$ cat src/rtl/multi_axis_input_ctrl.sv
// Multi-channel paddle/steering/spinner input controller: CLAMP ramp, WRAP spinner or ANALOG passthrough per axis.
// Optional build macro PADDLE_AUTOCENTER_EN: idle CLAMP channels return to CENTER by STEP_MAX per frame.
module multi_axis_input_ctrl #(
  parameter int CHANNELS   = 2,
  parameter int WIDTH      = 8,
  parameter int STEP_MIN   = 1,
  parameter int STEP_MAX   = 8,
  parameter int ACC_FRAMES = 4,
  parameter int CENTER     = 2**(WIDTH-1)
) (
  input  logic                      clk,
  input  logic                      reset,
  input  logic                      strobe,
  input  logic [2*CHANNELS-1:0]     mode,
  input  logic [CHANNELS-1:0]       plus,
  input  logic [CHANNELS-1:0]       minus,
  input  logic [8*CHANNELS-1:0]     analog_in,
  output logic [WIDTH*CHANNELS-1:0] value_out,
  output logic [CHANNELS-1:0]       moving
);

  localparam int SW = $clog2(STEP_MAX + 1) + 1;
  localparam int HW = $clog2(ACC_FRAMES + 1);
  localparam int AW = WIDTH + 2;
  localparam logic [WIDTH-1:0] CTR_V  = WIDTH'(CENTER);
  localparam logic [SW-1:0]    SMIN_V = SW'(STEP_MIN);
  localparam logic [SW-1:0]    SMAX_V = SW'(STEP_MAX);

  typedef enum logic {IDLE = 1'b0, RAMP = 1'b1} state_t;

  logic strobe_q;
  logic tick;

  // Headroom of two bits lets both underflow and overflow be seen before clamping.
  function automatic logic [WIDTH-1:0] f_step(input logic [WIDTH-1:0] v, input logic down,
                                               input logic [SW-1:0] s, input logic wrap);
    logic [AW-1:0] sum;
    sum = down ? ({2'b00, v} - AW'(s)) : ({2'b00, v} + AW'(s));
    if (wrap)
      return sum[WIDTH-1:0];
    else if (sum[AW-1])
      return '0;
    else if (sum[AW-2])
      return '1;
    else
      return sum[WIDTH-1:0];
  endfunction

  function automatic logic [WIDTH-1:0] f_analog(input logic [7:0] a);
    return WIDTH'({a ^ 8'h80, 16'h0000} >> (24 - WIDTH));
  endfunction

`ifdef PADDLE_AUTOCENTER_EN
  function automatic logic [WIDTH-1:0] f_center(input logic [WIDTH-1:0] v);
    if (v > CTR_V)
      return ((v - CTR_V) > WIDTH'(STEP_MAX)) ? (v - WIDTH'(STEP_MAX)) : CTR_V;
    else if (v < CTR_V)
      return ((CTR_V - v) > WIDTH'(STEP_MAX)) ? (v + WIDTH'(STEP_MAX)) : CTR_V;
    else
      return v;
  endfunction
`endif

  always_ff @(posedge clk or posedge reset) begin
    if (reset) strobe_q <= 1'b0;
    else       strobe_q <= strobe;
  end

  assign tick = strobe & ~strobe_q;

  for (genvar c = 0; c < CHANNELS; c++) begin : g_ch
    state_t           state_q;
    logic [SW-1:0]    step_q;
    logic [HW-1:0]    hold_q;
    logic [WIDTH-1:0] value_q;
    logic [1:0]       mode_q;
    logic [1:0]       dir_q;
    logic             moving_q;
    logic [1:0]       ch_mode;
    logic [1:0]       dir;        // [1] decrease, [0] increase
    logic             is_wrap;
    logic             is_analog;
    logic [7:0]       ain;
    logic [WIDTH-1:0] step_val;
    logic [WIDTH-1:0] min_val;
    logic [SW:0]      dbl;
    logic [SW-1:0]    step_dbl;

    assign ch_mode   = mode[2*c +: 2];
    assign ain       = analog_in[8*c +: 8];
    assign dir       = {minus[c] & ~plus[c], plus[c] & ~minus[c]};
    assign is_wrap   = (ch_mode == 2'b01);
    assign is_analog = (ch_mode == 2'b10);
    assign step_val  = f_step(value_q, dir[1], step_q, is_wrap);
    assign min_val   = f_step(value_q, dir[1], SMIN_V, is_wrap);
    assign dbl       = {step_q, 1'b0};
    assign step_dbl  = (dbl > {1'b0, SMAX_V}) ? SMAX_V : dbl[SW-1:0];

    // The frame that starts a ramp counts as the first of ACC_FRAMES at STEP_MIN.
    always_ff @(posedge clk or posedge reset) begin
      if (reset) begin
        state_q  <= IDLE;
        step_q   <= SMIN_V;
        hold_q   <= '0;
        value_q  <= CTR_V;
        mode_q   <= 2'b00;
        dir_q    <= 2'b00;
        moving_q <= 1'b0;
      end else begin
        mode_q <= ch_mode;
        if (ch_mode != mode_q) begin
          state_q  <= IDLE;
          step_q   <= SMIN_V;
          hold_q   <= '0;
          moving_q <= 1'b0;
        end else if (is_analog) begin
          value_q  <= f_analog(ain);
          moving_q <= (ain != 8'h00);
          state_q  <= IDLE;
          step_q   <= SMIN_V;
          hold_q   <= '0;
        end else if (tick) begin
          case (state_q)
            IDLE: begin
              if (dir != 2'b00) begin
                state_q  <= RAMP;
                value_q  <= min_val;
                step_q   <= SMIN_V;
                hold_q   <= HW'(1);
                dir_q    <= dir;
                moving_q <= 1'b1;
              end else begin
                moving_q <= 1'b0;
`ifdef PADDLE_AUTOCENTER_EN
                if (!is_wrap) value_q <= f_center(value_q);
`endif
              end
            end
            RAMP: begin
              if (dir == 2'b00) begin
                state_q  <= IDLE;
                step_q   <= SMIN_V;
                hold_q   <= '0;
                moving_q <= 1'b0;
              end else if (dir != dir_q) begin
                value_q <= min_val;
                step_q  <= SMIN_V;
                hold_q  <= HW'(1);
                dir_q   <= dir;
              end else begin
                value_q <= step_val;
                if (hold_q >= HW'(ACC_FRAMES - 1)) begin
                  step_q <= step_dbl;
                  hold_q <= '0;
                end else begin
                  hold_q <= hold_q + HW'(1);
                end
              end
            end
            default: begin
              state_q  <= IDLE;
              moving_q <= 1'b0;
            end
          endcase
        end
      end
    end

    assign value_out[WIDTH*c +: WIDTH] = value_q;
    assign moving[c]                   = moving_q;
  end

endmodule

$ cat config.mk
export PLATFORM = sky130hd
export DESIGN_NAME = multi_axis_input_ctrl
export DESIGN_NICKNAME = d
export VERILOG_FILES = /design/src/rtl/multi_axis_input_ctrl.sv
export SDC_FILE = /design/constraint.sdc
export NUM_CORES = 1
export LEC_CHECK = 0
export CORE_UTILIZATION = 58
export CTS_BUF_LIST = sky130_fd_sc_hd__clkbuf_16
export DETAILED_ROUTE_END_ITERATION = 7
export HOLD_SLACK_MARGIN = 0.03
export PLACE_DENSITY_LB_ADDON = 0.08
export SLEW_MARGIN = 20
export SYNTH_ARGS = -nofsm -noshare
export SYNTH_HDL_FRONTEND = slang
export SYNTH_SLANG_ARGS = --single-unit
$ cat constraint.sdc
create_clock -name clk -period 3.4 [get_ports clk]
set_input_delay 1.02 -clock clk [delete_from_list [all_inputs] [get_ports clk]]
set_output_delay 1.02 -clock clk [all_outputs]
set_load 0.005 [all_outputs]
After elaboration in Yosys (flattened, before gate mapping)
Cells that the tools add are included.
{"block": "totals", "latchBits": 0, "romBits": 0, "wordCells": 183, "reg_bits": 45, "memories": 0, "mem_bits_rw": 0}
{"block": "op_classes", "n_div": 0, "addsub": 10, "mul": 0, "bitwise": 18, "n_eq_ne": 24, "n_mux": 92, "n_shift": 0, "order_cmp": 4, "reduce_logical": 20}
{"cell": "$mux W8", "n": 22}
{"cell": "$mux W5", "n": 16}
{"cell": "$mux W3", "n": 14}
{"cell": "$mux W10", "n": 4}
{"cell": "$pmux W8 S2", "n": 2}
{"cell": "$pmux W5 S2", "n": 2}
{"cell": "$add A8 B1 Y9 const B", "n": 2}
{"cell": "$add A8 B5 Y9", "n": 2}
{"cell": "$mux W1", "n": 18}
{"cell": "$sub A8 B1 Y9 const B", "n": 2}
{"cell": "$sub A8 B5 Y9", "n": 2}
{"cell": "$reduce_bool A8 Y1", "n": 2}
{"cell": "$not A1 Y1", "n": 13}
{"cell": "$gt A6 B4 Y1 const B", "n": 2}
{"cell": "$mux W2", "n": 6}
{"cell": "$ne A3 B3 Y1 const B", "n": 4}
{"cell": "$ne A6 B1 Y1 const B", "n": 2}
{"cell": "$pmux W3 S2", "n": 2}
{"cell": "$reduce_and A6 Y1", "n": 2}
{"cell": "$ne A2 B2 Y1", "n": 4}
{"cell": "$ne A2 B2 Y1 const B", "n": 4}
{"cell": "$ne A4 B1 Y1 const B", "n": 2}
{"cell": "$ne A4 B4 Y1 const B", "n": 2}
{"cell": "$pmux W1 S2", "n": 4}
{"cell": "13 further kinds", "n": 33}

Logic depth before layout (Yosys ltp)
Gate-level depths: netlist of run 1.
{"block": "logic_depth", "word_depth": 11, "mapped_depth": 10, "depth_no_buf": 10}

Worst setup path before layout of run 1
No wires, ideal clock.
{"block": "synth_timing", "path_kind": "input port to flip-flop", "startpoint": "input port plus[0]", "endpoint": "register g_ch[0].value_q[7]", "path_stages": 8, "setup_slack_ns": 0.616, "required_time_ns": 3.306, "n_path_buf": 1, "t_arrival_ns": 2.690, "setup_time_ns": 0.094, "path_cell_list": "inv_1 > ha_1 > buf_2 > nand4b_1 > or4b_1 > o211ai_1 > o21ai_0 > a311oi_1"}
{"block": "synth_between", "elab_chain_cells": 11}
{"element": "start, declared", "line_no": "15", "source": "input logic [CHANNELS-1:0] plus,"}
{"element": "$not A1 Y1 (*)", "line_no": "91", "source": "assign dir = {minus[c] & ~plus[c], plus[c] & ~minus[c]};"}
{"element": "$and A1 B1 Y1 (*)", "line_no": "91"}
{"element": "via g_ch[0].dir[1]", "line_no": "80", "source": "logic [1:0] dir;"}
{"element": "$mux W10", "line_no": "38", "source": "sum = down ? ({2'b00, v} - AW'(s)) : ({2'b00, v} + AW'(s));"}
{"element": "$mux W8", "line_no": "43", "source": "else if (sum[AW-2])"}
{"element": "$mux W8", "line_no": "41", "source": "else if (sum[AW-1])"}
{"element": "$mux W8", "line_no": "39", "source": "if (wrap)"}
{"element": "$mux W8", "line_no": "145", "source": "end else if (dir != dir_q) begin"}
{"element": "$mux W8", "line_no": "140", "source": "if (dir == 2'b00) begin"}
{"element": "$pmux W8 S2", "line_no": "123", "source": "case (state_q)"}
{"element": "$mux W8", "line_no": "122", "source": "end else if (tick) begin"}
{"element": "$mux W8", "line_no": "116", "source": "end else if (is_analog) begin"}
{"element": "end signal, assigned", "line_no": "117", "source": "value_q <= f_analog(ain);"}
{"element": "end signal, assigned", "line_no": "127", "source": "value_q <= min_val;"}
{"element": "end signal, assigned", "line_no": "146", "source": "value_q <= min_val;"}
{"element": "end, declared", "line_no": "75", "source": "logic [WIDTH-1:0] value_q;"}
The timed path passes the listed nets; every way through them passes the cells marked *. The select of a mux whose other input is x is not followed.
A chain may end at the register's enable or synchronous reset.

Final worst setup path of run 1
{"block": "layout_timing", "startpoint": "input port plus[0]", "endpoint": "register g_ch[0].value_q[5]"}
The elaborated chain is that of the path after synthesis.

==> metrics.cfg, run 1 <==
[outcome]
status = finished, final reports clean

[detailed_routing]
postRouteAntennaNets = 0
drtPass1Iterations = 5
drc = 0
viasPerCell = 6.046
via_count = 4033
drtIter0Drc = 336
drt-total-wl_um = 11550
wire_per_inst_um = 17.32

[worst_hold_path]
worst_hold_path_type = reg -> reg

[place]
placed_area_mm2 = 0.004840
numPortBuffers = 44
post-place-ws_ns = 0.04520
hpwlAfterDp_um = 9035
dp_cells = 659
routabilityCongestion = 0.9574

[synthesis]
yosysUniqueCellTypes = 69
ys_ff_latch = 45
yosysTopAreaCell = dfrtp_1
synth.cell_area_mm2 = 0.004059
yosysMostFrequentCell = nand2_1
yosysWarnings = 0
netlist_top_cells_area = dfrtp_1, ha_1, o21ai_0
synth_top_area_share_pct = 25.28
syn_inst = 498
postSynth.asyncResetShare_pct = 100.0
avgSynthCellArea_um2 = 8.150
ys.flop_type = dfrtp_1
synth_edf_count = 0
syn-num-nets = 563
synth_seq_area_share_pct = 27.87
ys_top_cells_by_count = nand2_1, nor2_1, dfrtp_1, o21ai_0, inv_1

[global_route]
grt_max_degree = 18
grt_use_total_pct = 32.69
grt-ovfl-total = 0
grt_pass1_vias = 3876
grt_pass1_wl_um = 18800
antenna_found_initial = 0

[power]
p_clk_share_pct = 20.5
p_sw_mw = 1.109
p_leak_nw = 2.090
swShare_pct = 40.60
max-vdd-ir-drop_mv = 0.3849
p_seq_share_pct = 28.9
internal_power_mw = 1.623
p_per_area_mw_per_mm2 = 545.7
combPwrFrac_pct = 50.6
total_power_mw = 2.732

[worst_setup_path]
path_class = in -> reg
slowest_delay_ns = 0.49
crit_path_end_kind = flop
crit_path_max_fanout = 6
required_ns = 3.57
worstPathArrival_ns = 3.27
worst-path-buf-inv = 2
cp_cell_sequence = clkdlybuf4s50_1 -> inv_1 -> ha_1 -> xnor2_1 -> nand3_1 -> nor4_1 -> or3_4 -> nor2_2 -> a32oi_1 -> o21ai_1
crit_path_start_kind = input pin
slowest_stage = clkdlybuf4s50_1
crit_family = simple AND/OR/NAND/NOR gates

[run]
maxCapViolCount = 0

[final_layout]
drive_above_1_share_pct = 11.56
area_delta_synth_final_pct = 23.34
finalInstanceArea_mm2 = 0.005006
final_cells = 667
fill_cells = 550
nets = 635
insertedDiodeCount = 0

[clock_network]
cts_tree = yes
h-tree-depth = 2
cts_buffers = 5
clk_latency_ns = 0.29
clk_pin_slew_ns = 0.07
clk_path_buf_depth = 2
cts_resized = 0
cts-root-buf = clkbuf_16
hold_buffers = 0
numClockSinks = 45
cts_setup_buffers = 0

[timing]
relSlewSlack_pct = 59.12
period_needed_ns = 3.099
finalMaxSlewViolations = 0
rsz0062_at_grt = false
clock_skew_ns = 0.006811
setup_viol = 0
worstMarginPinSlew_ns = 0.6068
tns_ns = 0
hold_viol_final = 0
min_period_over_period_pct = 91.14
fin_ws_ns = 0.3013
fmax_ghz = 0.3227

[floorplan]
die-width_um = 85.66
coreArea_mm2 = 0.006794
initial_core_util_pct = 59.74
fp-row-count = 30
die_area_mm2 = 0.007337
io-pin-count = 45
die_h_um = 85.66

==> registers in the layout, indices dropped and copies added (netlist names) <==
register and flops:
g_ch.value_q 16, g_ch.step_q 10, g_ch.moving_q 2, g_ch.dir_q 4, g_ch.mode_q 4, g_ch.state_q 2, strobe_q 1, g_ch.hold_q 6
==> cell usage in the layout, fill, tap and decap left out, types with 3 or more instances in the layout <==
master / netlist / final
nand2_1: 46 / 46
clkdlybuf4s50_1: 0 / 44
nor2_1: 43 / 43
dfrtp_1: 41 / 41
o21ai_0: 38 / 38
buf_4: 2 / 37
inv_1: 35 / 34
ha_1: 34 / 34
a21oi_1: 25 / 25
nor3_1: 22 / 22
xnor2_1: 20 / 20
o22ai_1: 13 / 13
mux2i_1: 12 / 12
nand2b_1: 10 / 10
nor2b_1: 10 / 10
nand3_1: 9 / 9
a31oi_1: 8 / 8
o211ai_1: 7 / 7
xor2_1: 6 / 6
o21a_1: 6 / 6
o31ai_1: 6 / 6
nand4_1: 5 / 5
nor4_1: 5 / 5
clkbuf_16: 0 / 5
a211oi_1: 4 / 4
mux2_2: 4 / 4
and3_1: 4 / 4
fa_1: 4 / 4
dfstp_2: 4 / 4
and2_1: 3 / 3
o21bai_1: 3 / 3
a21o_1: 3 / 3
o21ba_2: 3 / 3
==> worst register-to-register path, delay by kind of cell (launching register included) <==
family	cells	cell delay, ns
compound gates	5	1.23
fa+ha+maj	2	0.58
flops	1	0.58
simple gates	2	0.41
buf+inv	1	0.06
==> cell families (layout without fill, tap and decap cells) <==
| logic type | count (synthesis) | count (layout) | synth area share, % |
|---|---|---|---|
| muxes | 16 | 16 | 4.069 |
| AOI/OAI and AO/OA | 141 | 141 | 22.50 |
| buffers and inverters | 52 | 125 | 5.148 |
| adders and majority gates | 38 | 38 | 12.45 |
| and+or+nand+nor | 180 | 180 | 22.35 |
| xor gates and xnor gates | 26 | 26 | 5.610 |
| DFF | 45 | 45 | 27.87 |
==> per-stage QoR <==
stage / util [%] / hold slack (ns)
6_report: 73.68 / 0.5066
5_1_grt: 73.68 / 0.5318
3_5_place_dp: 71.23 / 0.5008
4_1_cts: 73.68 / 0.5104
2_1_floorplan: - / 0.4686
3_3_place_gp: 71.23 / 0.4861
==> per-layer routing <==
layer  vias up  part of all wire (%)  track usage (%)
met5         -                     0                0
met3        17                   7.4            6.449
met1      1916                    49            48.59
met4         0                   1.1            6.515
met2       166                    43            49.60
li1       1934                     -                -
==> power by group through the flow <==
stage | clock (mW) | combinational (mW) | sequential [mW]
3_3_place_gp | 0 | 1.31 | 0.786
6_report | 0.561 | 1.38 | 0.790
4_1_cts | 0.563 | 1.36 | 0.781
2_1_floorplan | 0 | 0.855 | 0.747
5_1_grt | 0.586 | 1.50 | 0.801
3_5_place_dp | 0 | 1.34 | 0.787
==> area by class of cell <==
class                           count  area, µm²  area share [%]
Clock inverter                      3      41.29          0.8248
Timing Repair Buffer               82      738.2           14.75
Clock buffer                        5      125.1           2.499
Inverter                           35      131.4           2.624
Sequential cell                    45       1131           22.59
Tap cell                           96      120.1           2.399
Multi-Input combinational cell    401       2719           54.31
==> path summary, 6_finish.rpt <==
check / from / to / slack [ns] / cells after the start
setup / recovery: plus[0] / g_ch[0].value_q[5] / 0.30 / 10
hold / removal: g_ch[0].step_q[0] / g_ch[0].step_q[0] / 0.51 / 2
setup reg to reg: g_ch[1].step_q[0] / g_ch[1].value_q[2] / 0.49 / 10
hold reg to reg: g_ch[0].step_q[0] / g_ch[0].step_q[0] / 0.51 / 2
max in group asynchronous: reset / g_ch[1].value_q[7] / 1.78 / 3
min in group asynchronous: reset / g_ch[0].step_q[4] / 1.00 / 2
Note: power is estimated with default switching activity, not from simulation.
==> inputs of run 2 (changes only) <==
CTS_CLUSTER_DIAMETER = 30   (was not set)
==> results of run 2 <==
No change in the layout: final DEF, timing and power equal those of run 1.
